`src/rtl/lsb_embed_ctrl.sv`:
```
// lsb_embed_ctrl: feeds message bits MSB-first, one per audio sample, through a single-sample LSB bit changer.
// Optional macro LSB_EMBED_LEN_HEADER_EN prefixes the message with its LEN_W-bit length, MSB-first.
module lsb_embed_ctrl #(
    parameter int BPS   = 24,
    parameter int LEN_W = 16
) (
    input  logic             in_clk,
    input  logic             in_rst_n,
    input  logic             in_start,
    input  logic [LEN_W-1:0] in_msg_len,
    input  logic             in_byte_valid,
    input  logic [7:0]       in_byte,
    output logic             out_byte_ready,
    input  logic             in_sample_valid,
    input  logic [BPS-1:0]   in_sample,
    output logic             out_sample_ready,
    output logic             out_bc_enable,
    output logic [BPS-1:0]   out_bc_frame,
    output logic             out_bc_message,
    input  logic [BPS-1:0]   in_bc_frame,
    input  logic             in_bc_ready,
    output logic             out_sample_valid,
    output logic [BPS-1:0]   out_sample,
    input  logic             in_dst_ready,
    output logic             out_busy,
    output logic             out_done
);

    typedef enum logic [2:0] {
        IDLE     = 3'd0,
        FETCH    = 3'd1,
        WAIT_SMP = 3'd2,
        ISSUE    = 3'd3,
        WAIT_BC  = 3'd4,
        OUTPUT   = 3'd5,
        DONE     = 3'd6,
        HEADER   = 3'd7
    } state_t;

    state_t           state_r;
    state_t           state_s;
    logic [LEN_W-1:0] bytes_left_r;
    logic [7:0]       shift_r;
    logic [2:0]       bit_idx_r;

    logic             out_byte_ready_r;
    logic             out_sample_ready_r;
    logic             out_bc_enable_r;
    logic [BPS-1:0]   out_bc_frame_r;
    logic             out_bc_message_r;
    logic             out_sample_valid_r;
    logic [BPS-1:0]   out_sample_r;
    logic             out_busy_r;
    logic             out_done_r;

    logic             byte_hs_s;
    logic             smp_hs_s;
    logic             bc_done_s;
    logic             dst_hs_s;
    logic             zero_len_s;
    logic             cur_bit_s;
    logic             hdr_active_s;
    logic             hdr_last_s;
    logic             hdr_bit_s;

    assign byte_hs_s  = (state_r == FETCH) && in_byte_valid && out_byte_ready_r;
    assign smp_hs_s   = (state_r == WAIT_SMP) && in_sample_valid && out_sample_ready_r;
    assign bc_done_s  = (state_r == WAIT_BC) && in_bc_ready;
    assign dst_hs_s   = (state_r == OUTPUT) && out_sample_valid_r && in_dst_ready;
    assign cur_bit_s  = hdr_active_s ? hdr_bit_s : shift_r[7];

`ifdef LSB_EMBED_LEN_HEADER_EN
    localparam logic   HDR_EN   = 1'b1;
    localparam state_t FIRST_ST = HEADER;
    localparam int     HW       = (LEN_W > 1) ? $clog2(LEN_W) : 1;

    logic [LEN_W-1:0] len_r;
    logic             hdr_active_r;
    logic [HW-1:0]    hdr_idx_r;

    // Header sequencing: the latched length is walked MSB-first before any message byte.
    always_ff @(posedge in_clk) begin
        if (!in_rst_n) begin
            len_r        <= {LEN_W{1'b0}};
            hdr_active_r <= 1'b0;
            hdr_idx_r    <= {HW{1'b0}};
        end else begin
            if ((state_r == IDLE) && in_start) begin
                len_r <= in_msg_len;
            end
            if (state_r == HEADER) begin
                hdr_active_r <= 1'b1;
                hdr_idx_r    <= HW'(LEN_W - 1);
            end else if (dst_hs_s && hdr_active_r) begin
                if (hdr_idx_r != {HW{1'b0}}) begin
                    hdr_idx_r <= hdr_idx_r - 1'b1;
                end else begin
                    hdr_active_r <= 1'b0;
                end
            end
        end
    end

    assign hdr_active_s = hdr_active_r;
    assign hdr_last_s   = (hdr_idx_r == {HW{1'b0}});
    assign hdr_bit_s    = len_r[hdr_idx_r];
`else
    localparam logic   HDR_EN   = 1'b0;
    localparam state_t FIRST_ST = FETCH;

    assign hdr_active_s = 1'b0;
    assign hdr_last_s   = 1'b1;
    assign hdr_bit_s    = 1'b0;
`endif

    // A zero-length start with no header completes without leaving IDLE.
    assign zero_len_s = (state_r == IDLE) && in_start &&
                        (in_msg_len == {LEN_W{1'b0}}) && !HDR_EN;

    // State register.
    always_ff @(posedge in_clk) begin
        if (!in_rst_n) begin
            state_r <= IDLE;
        end else begin
            state_r <= state_s;
        end
    end

    // Next-state decode.
    always_comb begin
        state_s = state_r;
        case (state_r)
            IDLE: begin
                if (in_start && ((in_msg_len != {LEN_W{1'b0}}) || HDR_EN)) begin
                    state_s = FIRST_ST;
                end else begin
                    state_s = IDLE;
                end
            end
            HEADER: state_s = WAIT_SMP;
            FETCH: begin
                if (byte_hs_s) state_s = WAIT_SMP;
                else           state_s = FETCH;
            end
            WAIT_SMP: begin
                if (smp_hs_s) state_s = ISSUE;
                else          state_s = WAIT_SMP;
            end
            // A ready left high by the previous transaction must drop before a new enable.
            ISSUE: begin
                if (!in_bc_ready) state_s = WAIT_BC;
                else              state_s = ISSUE;
            end
            WAIT_BC: begin
                if (in_bc_ready) state_s = OUTPUT;
                else             state_s = WAIT_BC;
            end
            OUTPUT: begin
                if (!dst_hs_s) begin
                    state_s = OUTPUT;
                end else if (hdr_active_s ? !hdr_last_s : (bit_idx_r != 3'd0)) begin
                    state_s = WAIT_SMP;
                end else if (bytes_left_r != {LEN_W{1'b0}}) begin
                    state_s = FETCH;
                end else begin
                    state_s = DONE;
                end
            end
            DONE:    state_s = IDLE;
            default: state_s = IDLE;
        endcase
    end

    // Registered outputs, byte serialiser and sample datapath.
    always_ff @(posedge in_clk) begin
        if (!in_rst_n) begin
            out_byte_ready_r   <= 1'b0;
            out_sample_ready_r <= 1'b0;
            out_bc_enable_r    <= 1'b0;
            out_bc_frame_r     <= {BPS{1'b0}};
            out_bc_message_r   <= 1'b0;
            out_sample_valid_r <= 1'b0;
            out_sample_r       <= {BPS{1'b0}};
            out_busy_r         <= 1'b0;
            out_done_r         <= 1'b0;
            bytes_left_r       <= {LEN_W{1'b0}};
            shift_r            <= 8'h00;
            bit_idx_r          <= 3'd0;
        end else begin
            out_byte_ready_r   <= (state_s == FETCH);
            out_sample_ready_r <= (state_s == WAIT_SMP);
            out_bc_enable_r    <= (state_r == ISSUE) && !in_bc_ready;
            out_busy_r         <= (state_s != IDLE) && (state_s != DONE);
            out_done_r         <= (state_s == DONE) || zero_len_s;

            if ((state_r == IDLE) && in_start) begin
                bytes_left_r <= in_msg_len;
            end else if (byte_hs_s) begin
                bytes_left_r <= bytes_left_r - 1'b1;
            end

            if (byte_hs_s) begin
                shift_r   <= in_byte;
                bit_idx_r <= 3'd7;
            end else if (dst_hs_s && !hdr_active_s && (bit_idx_r != 3'd0)) begin
                shift_r   <= {shift_r[6:0], 1'b0};
                bit_idx_r <= bit_idx_r - 1'b1;
            end

            if (smp_hs_s) begin
                out_bc_frame_r   <= in_sample;
                out_bc_message_r <= cur_bit_s;
            end

            if (bc_done_s) begin
                out_sample_r       <= in_bc_frame;
                out_sample_valid_r <= 1'b1;
            end else if (dst_hs_s) begin
                out_sample_valid_r <= 1'b0;
            end
        end
    end

    assign out_byte_ready   = out_byte_ready_r;
    assign out_sample_ready = out_sample_ready_r;
    assign out_bc_enable    = out_bc_enable_r;
    assign out_bc_frame     = out_bc_frame_r;
    assign out_bc_message   = out_bc_message_r;
    assign out_sample_valid = out_sample_valid_r;
    assign out_sample       = out_sample_r;
    assign out_busy         = out_busy_r;
    assign out_done         = out_done_r;

endmodule

```
`config.mk`:
```
export PLATFORM = sky130hd
export DESIGN_NAME = lsb_embed_ctrl
export DESIGN_NICKNAME = d
export VERILOG_FILES = /design/src/rtl/lsb_embed_ctrl.sv
export SDC_FILE = /design/constraint.sdc
export NUM_CORES = 1
export LEC_CHECK = 0
export BUFFER_PORTS_ARGS = -buffer_cell sky130_fd_sc_hd__buf_4
export CAP_MARGIN = 40
export CORE_AREA = 3 3 87 89
export CTS_CLUSTER_SIZE = 25
export DETAILED_ROUTE_END_ITERATION = 10
export DIE_AREA = 0 0 90 92
export HOLD_SLACK_MARGIN = 0.08
export PLACE_DENSITY_LB_ADDON = 0.1
export SLEW_MARGIN = 20
export SYNTH_ARGS = -nofsm -noshare
export SYNTH_HDL_FRONTEND = slang
export SYNTH_SLANG_ARGS = --single-unit
export TNS_END_PERCENT = 50
```
`constraint.sdc`:
```
create_clock -name in_clk -period 3.4 [get_ports in_clk]
set_input_delay 0.34 -clock in_clk [delete_from_list [all_inputs] [get_ports in_clk]]
set_output_delay 0.34 -clock in_clk [all_outputs]
set_load 0.02 [all_outputs]
```
==> impl_metrics.csv, run 1 <==
group,metric,value,unit
routing,average_wire_per_cell_in_the_routed_design,14.2,um
clocking,cts_htree_levels,3,
routing,postRouteWirelength,9390,um
logic_synthesis,synth_top_area_frac,0.477,
finish,layout.area.seq,1700,um^2
sta,post_route_clock_period_utilization,0.650,
placed_design,port_buffers,133,
routing,antenna_violating_nets_post_route,0,
die,die_y,92,um
clocking,clock_tree_from_tritoncts,"built",
logic_synthesis,ys.warnings.count,0,
die,core_area,6830,um^2
routing,vias,3492,
logic_synthesis,synthTopCellsByArea,"dfxtp_1, nand2_1, a21oi_1, clkbuf_1, nor2_1",
run,cap_viol_max_count,0,
pwr,leakage,1.95,nW
setup_path,path_class,"reg2reg",
setup_path,cp-end-kind,"register",
run_status,run_status,"finished, final reports clean",
global_route,groute.usage.overall,0.221,
sta,hold_violations,0,
setup_path,max_stage_delay,0.64,ns
logic_synthesis,post_synthesis_cell_type_count,52,
finish,fillers,572,
logic_synthesis,synth-async-reset-ratio,0,
die,initial_core_util,0.523,
clocking,cts_root_buffer,"clkbuf_8",
clocking,clock_sink_count,85,
finish,multi_input_area,1730,um^2
clocking,holdBufCountCts,0,
logic_synthesis,syn-cell-area,3570,um^2
logic_synthesis,synthFlopType,"dfxtp_1",
clocking,clk_path_buf_depth,2,
setup_path,worst_ep_arrival_time,2.42,ns
sta,slew_worst_pin,0.783,ns
finish,p_r_area_growth_vs_syn,36.8,%
routing,via_per_instance_ratio,5.27,
sta,slew_headroom,0.478,
logic_synthesis,seq_area_frac_synth,0.477,
global_route,antenna_found_initial,0,
routing,first_iter_violations,155,
logic_synthesis,synth_area_per_cell,8.17,um^2
logic_synthesis,synth-seq-cells,85,
sta,timing_limited_maximum_frequency,0.453,GHz
logic_synthesis,synth_top_cells_by_count,"nand2_1, dfxtp_1, a21oi_1",
clocking,clk_latency,0.34,ns
sta,timing.clock.skew,0.00989,ns
die,fp.dieW,90,um
worst_hold_path,worstHoldPathType,"in2reg",
pwr,p_total,2.09,mW
sta,layout_min_cycle_time,2.21,ns
sta,rsz_0062_raised_after_global_routing,"false",
finish,drive_gt1_frac,0.293,
setup_path,timing.critical_path.from_type,"register",
logic_synthesis,synth.largest_area_cell,"dfxtp_1",
global_route,total_congestion_overflow_after_global_routing,0,
logic_synthesis,synth_cells,437,
clocking,post-cts-setup-buffer-count,0,
die,io_pins,134,
global_route,largest_net_degree_at_the_start_of_global_routing,41,
placed_design,gp_congestion,0.851,
global_route,first_pass_grt_wire_length,15100,um
sta,final_setup_violation_count,0,
routing,drcViolationCount,0,
pwr,vdd.ir_drop.worst,0.329,mV
sta,maxSlewViolCount,0,
finish,antenna-diode-count,0,
logic_synthesis,synth.net_count,519,
die,die_area,8280,um^2
routing,dr.pass1.iters,4,
pwr,power.density_cell_area,428,nW/um^2
logic_synthesis,yosys.cell_count.top_type,"nand2_1",
placed_design,hpwlAfterDp,6880,um
finish,final_net_count,643,
setup_path,worstPathRequired,3.61,ns
sta,fin_setup_tns,0,ns
clocking,postCtsResizedCells,0,
clocking,clkTransAtPathRegs,0.09,ns
setup_path,crit_fanout,22,
clocking,tritoncts.num_buffers,9,
setup_path,worst_path_cell_trace,"nand4b_2 > nand2b_1 > mux2_2 > a221oi_1 > nor2_1",
global_route,via_count_of_the_first_global_routing_pass,3219,
setup_path,worst_path_max_delay_cell,"nand2b_1",
die,row_count,30,
logic_synthesis,synth-edff-count,0,
## layout by cell type (no fill, tap or decap), types with 2 or more instances in the layout
| master | n |
|---|---|
| nand3b_1 | 3 |
| dfxtp_1 | 85 |
| o211ai_1 | 5 |
| mux2i_1 | 7 |
| nor4bb_1 | 2 |
| mux2_2 | 2 |
| o21ai_0 | 3 |
| nor4_1 | 7 |
| nor2_1 | 23 |
| or3_1 | 3 |
| a2bb2oi_1 | 3 |
| nor3_1 | 5 |
| nor2b_1 | 3 |
| a31oi_1 | 2 |
| clkbuf_8 | 10 |
| bufinv_16 | 2 |
| o311ai_0 | 3 |
| and4_1 | 2 |
| xnor2_1 | 2 |
| buf_8 | 3 |
| or4_1 | 2 |
| a211oi_1 | 8 |
| nand3_1 | 10 |
| ha_1 | 3 |
| a22oi_1 | 5 |
| nand2_1 | 112 |
| a221oi_1 | 3 |
| a21oi_1 | 72 |
| inv_1 | 8 |
| buf_4 | 137 |
| clkinvlp_4 | 2 |
| nand4_1 | 4 |
## area by class of cell
type / count / share of cell area
repair buffers: 140 / 0.220
clock inverters: 5 / 0.0172
multi-input cells: 316 / 0.354
clock buffers: 11 / 0.0290
inverters: 9 / 0.00692
well taps: 96 / 0.0246
flip-flops and latches: 85 / 0.348
## cells by family (layout without fill, tap and decap cells)
group,Yosys count,count (layout),synth area share
AND/OR/NAND/NOR,191,191,0.258
multiplexers,9,9,0.0259
flip-flops,85,85,0.477
buffers and inverters,36,165,0.0392
XOR/XNOR,3,3,0.00736
adder cells (fa/ha/maj),3,3,0.0105
AO/OA/AOI/OAI,110,110,0.183
## report_power, final
group / switching [mW] / internal, mW / total (mW)
logic: 0.123 / 0.127 / 0.250
clock network: 0.347 / 0.435 / 0.782
registers: 0.0329 / 1.02 / 1.06
total: 0.503 / 1.59 / 2.09
## routing by layer
layer  track usage  routed length [um]  vias to the layer above
met5             0                   0                        -
met4        0.0969                 172                        0
met3        0.0476                 603                       14
li1              -                   -                     1769
met1         0.291                4190                     1573
met2         0.349                4420                      136
## registers in the layout, summed over array words and instances (netlist names), 3 cells and up
| name | flops |
|---|---|
| bit_idx_r | 3 |
| bytes_left_r | 16 |
| out_bc_frame | 24 |
| out_sample | 24 |
| shift_r | 8 |
| state_r | 3 |
## metrics by stage
step	std cells	worst slack (ns)	util	area, um^2	hold slack [ns]
3_5_place_dp	645	1.21	0.680	4640	0.447
2_1_floorplan	437	1.43	-	3570	0.431
6_report	662	1.19	0.715	4880	0.234
3_3_place_gp	643	1.26	0.675	4610	0.442
4_1_cts	661	1.20	0.713	4870	0.221
5_1_grt	662	1.04	0.715	4880	0.225
## critical path: cells and delay by family (launching register included)
kind / cells / cell delay [ns]
flip-flops: 1 / 0.50
multiplexers: 1 / 0.41
AND/OR/NAND/NOR: 3 / 0.94
AO/OA/AOI/OAI: 1 / 0.23
## final timing paths
kind / cells past startpoint / end / slack, ns / from
worst max-delay path: 5 / bytes_left_r[4] / 1.19 / state_r[2]
worst min-delay path: 3 / out_bc_frame[11] / 0.23 / in_sample[11]
worst max register to register: 5 / bytes_left_r[4] / 1.19 / state_r[2]
worst min register to register: 2 / out_sample[14] / 0.46 / out_sample[14]
Power figures use the tool's default switching activity.
==> inputs of run 2 (changes only) <==
CORE_AREA = 3 3 95 97   (was 3 3 87 89)
DIE_AREA = 0 0 98 100   (was 0 0 90 92)
clock period = 1.9 ns   (was 3.4 ns; I/O delays follow)
==> impl_metrics.csv, run 2 (same netlist as run 1, synthesis figures left out) <==
group,metric,value,unit
sta,rsz_0062_raised_after_global_routing,"true",
sta,hold_violations,0,
routing,vias,3706,
finish,antenna-diode-count,0,
setup_path,worst_ep_arrival_time,2.23,ns
finish,instances_no_fill,719,
setup_path,worstPathRequired,2.18,ns
placed_design,gp_congestion,0.834,
clocking,clk_path_buf_depth,2,
setup_path,cp-end-kind,"register",
global_route,antenna_found_initial,0,
pwr,vdd.ir_drop.worst,0.315,mV
pwr,power.density_cell_area,696,nW/um^2
setup_path,crit_fanout,3,
die,io_pins,134,
sta,worst_hold_slack,0.0878,ns
die,fp.dieW,98,um
pwr,leakage,2.17,nW
die,die_area,9800,um^2
setup_path,critPathLaunch,"bytes_left_r[0]",
clocking,clk_latency,0.35,ns
die,core_area,8220,um^2
clocking,clock_tree_from_tritoncts,"built",
finish,final_common_cell,"buf_4",
die,die_y,100,um
die,initial_core_util,0.435,
run_status,violations,"negative setup slack",
sta,final_setup_violation_count,2,
setup_path,top_delay_family_on_crit_path,"simple AND/OR/NAND/NOR gates",
routing,via_per_instance_ratio,5.15,
placed_design,hpwlAfterDp,7240,um
die,row_count,33,
placed_design,port_buffers,133,
setup_path,timing.critical_path.from_type,"register",
setup_path,timing.critical_path.buf_inv,1,
sta,slew_worst_pin,0.455,ns
clocking,cts_htree_levels,3,
sta,layout_min_cycle_time,1.95,ns
global_route,groute.usage.overall,0.202,
run_status,run_status,"finished with violations",
global_route,first_pass_grt_wire_length,16400,um
finish,drive_gt1_frac,0.336,
routing,postRouteWirelength,10200,um
finish,final_net_count,692,
sta,timing.clock.skew,0.00914,ns
global_route,total_congestion_overflow_after_global_routing,0,
setup_path,max_stage_delay,0.38,ns
routing,dr.pass1.iters,4,
setup_path,path_class,"reg2reg",
finish,p_r_area_growth_vs_syn,50.4,%
setup_path,critical_path.reg2reg.startpoint,"bytes_left_r[0]",
clocking,cts_root_buffer,"clkbuf_8",
clocking,clkTransAtPathRegs,0.09,ns
routing,average_wire_per_cell_in_the_routed_design,14.2,um
routing,first_iter_violations,184,
global_route,largest_net_degree_at_the_start_of_global_routing,27,
routing,antenna_violating_nets_post_route,0,
clocking,clock_sink_count,85,
placed_design,place.detailed.instances,679,
routing,drcViolationCount,0,
sta,slew_headroom,0.697,
setup_path,worst_path_max_delay_cell,"or3b_4",
global_route,via_count_of_the_first_global_routing_pass,3476,
sta,fin_setup_tns,-0.0650,ns
worst_hold_path,worstHoldPathType,"in2reg",
run,cap_viol_max_count,0,
sta,maxSlewViolCount,0,
finish,layout_common_cells,"buf_4, nand2_1, dfxtp_1, a21oi_1, dlygate4sd3_1",
sta,timing_limited_maximum_frequency,0.513,GHz
sta,post_route_clock_period_utilization,1.03,
worst_hold_path,startpoint_of_the_most_critical_hold_path,"in_bc_frame[12]",
pwr,p_total,3.74,mW
setup_path,worst_path_cell_trace,"inv_2 > ha_4 > or3b_4 > or3_4 > nor4_4 > mux2_4 > a21oi_2",
clocking,tritoncts.num_buffers,9,
sta,layout_setup_ws,-0.0506,ns
-- run 2: cell types whose count changed in the layout (fill, tap and decap cells not counted), moves of 3 or more --
cell / before / now
nor4_1: 7 / 4
buf_4: 137 / 164
buf_8: 3 / 0
dlygate4sd3_1: 0 / 24
-- run 2: routing by layer --
layer	GRT usage	wire, um	vias up
met3	0.0424	646	10
met2	0.337	4920	115
met4	0.0671	143	0
li1	-	-	1869
met5	0	0	-
met1	0.262	4490	1712
-- run 2: through the flow --
| step | setup WS (ns) | cell area [um^2] | utilization |
|---|---|---|---|
| after floorplan | -0.0670 | 3570 | - |
| after global placement | -0.0785 | 4830 | 0.588 |
| after detailed placement | -0.125 | 4830 | 0.588 |
| after CTS | -0.0818 | 5300 | 0.645 |
| after global routing | -0.113 | 5370 | 0.654 |
| final | -0.0506 | 5370 | 0.654 |
-- run 2: worst reg2reg max path: stages (launching register included) --
cell	delay [ns]
dfxtp_2	0.33
inv_2	0.06
ha_4	0.14
or3b_4	0.38
or3_4	0.36
nor4_4	0.16
mux2_4	0.33
a21oi_2	0.13
-- run 2: final timing paths --
check                     end  slack (ns)  depth (start not counted)
min            out_sample[12]        0.09                          3
max          bytes_left_r[10]       -0.05                          7
min reg2reg   out_bc_frame[4]        0.46                          2
max reg2reg  bytes_left_r[10]       -0.05                          7
-- run 2: layout make-up --
type | count | area, um^2
clock buffers | 10 | 128
fillers | 723 | 2850
multi-input cells | 316 | 1830
well taps | 105 | 131
clock inverters | 5 | 62.6
flip-flops and latches | 85 | 1700
inverters | 9 | 33.8
repair buffers | 189 | 1480
-- run 2: where the power goes --
group	internal, mW	total, mW	switching (mW)
Combinational	0.332	0.612	0.280
Sequential	1.83	1.88	0.0471
Clock	0.606	1.25	0.642
-- run 2: what timing repair did --
item	CTS	global route
hold buffers	24	0
buffers inserted	0	1
setup endpoints to repair	4	15
hold endpoints to repair	24	0
pin swaps	1	5
gates resized for setup	9	15
==> inputs of run 3 (changes only) <==
--- a/config.mk
+++ b/config.mk
@@ -9,6 +9,6 @@
 export CAP_MARGIN = 40
-export CORE_AREA = 3 3 95 97
+export CORE_AREA = 3 3 109 111
 export CTS_CLUSTER_SIZE = 25
 export DETAILED_ROUTE_END_ITERATION = 10
-export DIE_AREA = 0 0 98 100
+export DIE_AREA = 0 0 112 114
 export HOLD_SLACK_MARGIN = 0.08
--- a/constraint.sdc
+++ b/constraint.sdc
@@ -3,2 +3,2 @@
 set_output_delay 0.19 -clock in_clk [all_outputs]
-set_load 0.02 [all_outputs]
+set_load 0.05 [all_outputs]
==> impl_metrics.csv, run 3 (same netlist as run 1, synthesis figures left out) <==
group,metric,value,unit
global_route,first_pass_grt_wire_length,17700,um
routing,postRouteWirelength,10900,um
placed_design,hpwlAfterDp,7490,um
finish,final_common_cell,"buf_4",
finish,final_net_count,720,
placed_design,place.detailed.instances,715,
routing,drcViolationCount,0,
finish,stdcell_area,5740,um^2
placed_design,port_buffers,133,
global_route,via_count_of_the_first_global_routing_pass,3651,
clocking,clkTransAtPathRegs,0.08,ns
clocking,clock_tree_from_tritoncts,"built",
routing,first_iter_violations,182,
clocking,cts_root_buffer,"clkbuf_8",
sta,final_setup_violation_count,2,
pwr,leakage,2.32,nW
run_status,violations,"negative setup slack",
finish,layout.area.seq,1710,um^2
run,cap_viol_max_count,0,
sta,layout_min_cycle_time,1.95,ns
global_route,largest_net_degree_at_the_start_of_global_routing,36,
clocking,clk_path_buf_depth,2,
sta,post_route_clock_period_utilization,1.02,
sta,rsz_0062_raised_after_global_routing,"true",
sta,layout_setup_ws,-0.0460,ns
setup_path,crit_fanout,3,
setup_path,worst_ep_arrival_time,2.24,ns
die,fp.dieW,112,um
pwr,vdd.ir_drop.worst,0.309,mV
global_route,antenna_found_initial,0,
setup_path,worstPathRequired,2.19,ns
clocking,clock_sink_count,85,
finish,layout_common_cells,"buf_4, nand2_1, dfxtp_1, a21oi_1, dlygate4sd3_1",
global_route,total_congestion_overflow_after_global_routing,0,
setup_path,cp-end-kind,"register",
routing,antenna_violating_nets_post_route,0,
clocking,clk_latency,0.35,ns
routing,average_wire_per_cell_in_the_routed_design,13.9,um
setup_path,worst_path_cell_trace,"inv_2 > ha_4 > or3b_4 > or3_4 > nor4_4 > mux2_4 > a21oi_2",
global_route,groute.usage.overall,0.169,
setup_path,max_stage_delay,0.38,ns
clocking,cts_htree_levels,3,
finish,fillers,1044,
routing,dr.pass1.iters,4,
sta,hold_violations,0,
die,row_count,38,
pwr,power.density_cell_area,699,nW/um^2
pwr,p_total,4.01,mW
sta,timing.clock.skew,0.00694,ns
die,initial_core_util,0.328,
setup_path,worst_path_max_delay_cell,"or3b_4",
placed_design,placedInstanceArea,4900,um^2
routing,via_per_instance_ratio,4.83,
finish,antenna-diode-count,0,
finish,drive_gt1_frac,0.330,
die,die_y,114,um
die,core_area,10900,um^2
finish,instances_no_fill,783,
setup_path,path_class,"reg2reg",
routing,vias,3781,
sta,slew_headroom,0.620,
run_status,run_status,"finished with violations",
sta,slew_worst_pin,0.569,ns
worst_hold_path,worstHoldPathType,"in2reg",
placed_design,gp_congestion,0.861,
die,io_pins,134,
sta,maxSlewViolCount,0,
finish,p_r_area_growth_vs_syn,60.8,%
finish,multi_input_area,1830,um^2
setup_path,timing.critical_path.from_type,"register",
sta,timing_limited_maximum_frequency,0.514,GHz
clocking,tritoncts.num_buffers,9,
die,die_area,12800,um^2
-- run 3: final timing paths --
kind	startpoint	endpoint	slack [ns]	cells past startpoint
max reg2reg	bytes_left_r[0]	bytes_left_r[10]	-0.05	7
min reg2reg	out_sample[23]	out_sample[23]	0.46	2
max	bytes_left_r[0]	bytes_left_r[10]	-0.05	7
min	in_bc_frame[12]	out_sample[12]	0.10	3
-- run 3: routing by layer --
| layer | part of all wire | wire [um] | up-vias | track usage |
|---|---|---|---|---|
| met3 | 0.058 | 631 | 23 | 0.0313 |
| met5 | 0 | 0 | - | 0 |
| li1 | - | - | 1928 | - |
| met4 | 0.025 | 276 | 0 | 0.0801 |
| met1 | 0.46 | 5040 | 1707 | 0.223 |
| met2 | 0.45 | 4950 | 123 | 0.269 |
-- run 3: timing repair --
item                                    4_1_cts  5_1_grt
pin swaps                                     0        2
hold endpoints to repair                     50        0
hold buffers                                 50        0
buffers inserted                              1        1
endpoints found under the setup margin        6       15
resized for setup                             5       20
-- run 3: layout make-up --
class / count / share of cell area
multi-input combinational: 316 / 0.319
clock buffer: 12 / 0.0270
inverter: 9 / 0.00588
sequential: 85 / 0.297
clock inverter: 4 / 0.0122
timing repair buffer: 217 / 0.308
tap: 140 / 0.0305
-- run 3: where the power goes --
part	leakage, nW	switching (mW)	total [mW]	internal (mW)
Sequential	0.690	0.0534	1.88	1.83
Clock	0.116	0.631	1.44	0.809
Combinational	1.51	0.311	0.689	0.378
-- run 3: per-stage QoR --
stage | util | worst slack, ns | hold slack (ns) | TNS [ns]
4_1_cts | 0.519 | -0.105 | 0.0825 | -0.173
3_3_place_gp | 0.450 | -0.0954 | 0.438 | -0.113
2_1_floorplan | - | -0.0670 | 0.312 | -0.0827
5_1_grt | 0.527 | -0.130 | 0.0887 | -0.333
3_5_place_dp | 0.450 | -0.119 | 0.447 | -0.161
6_report | 0.527 | -0.0460 | 0.101 | -0.0631
-- run 3: worst max-delay path, delay by kind of cell, from the launching register on --
kind | cells | cell delay, ns
adder cells (fa/ha/maj) | 1 | 0.13
flip-flops | 1 | 0.33
buffers and inverters | 1 | 0.06
multiplexers | 1 | 0.33
AND/OR/NAND/NOR | 3 | 0.91
AO/OA/AOI/OAI | 1 | 0.13
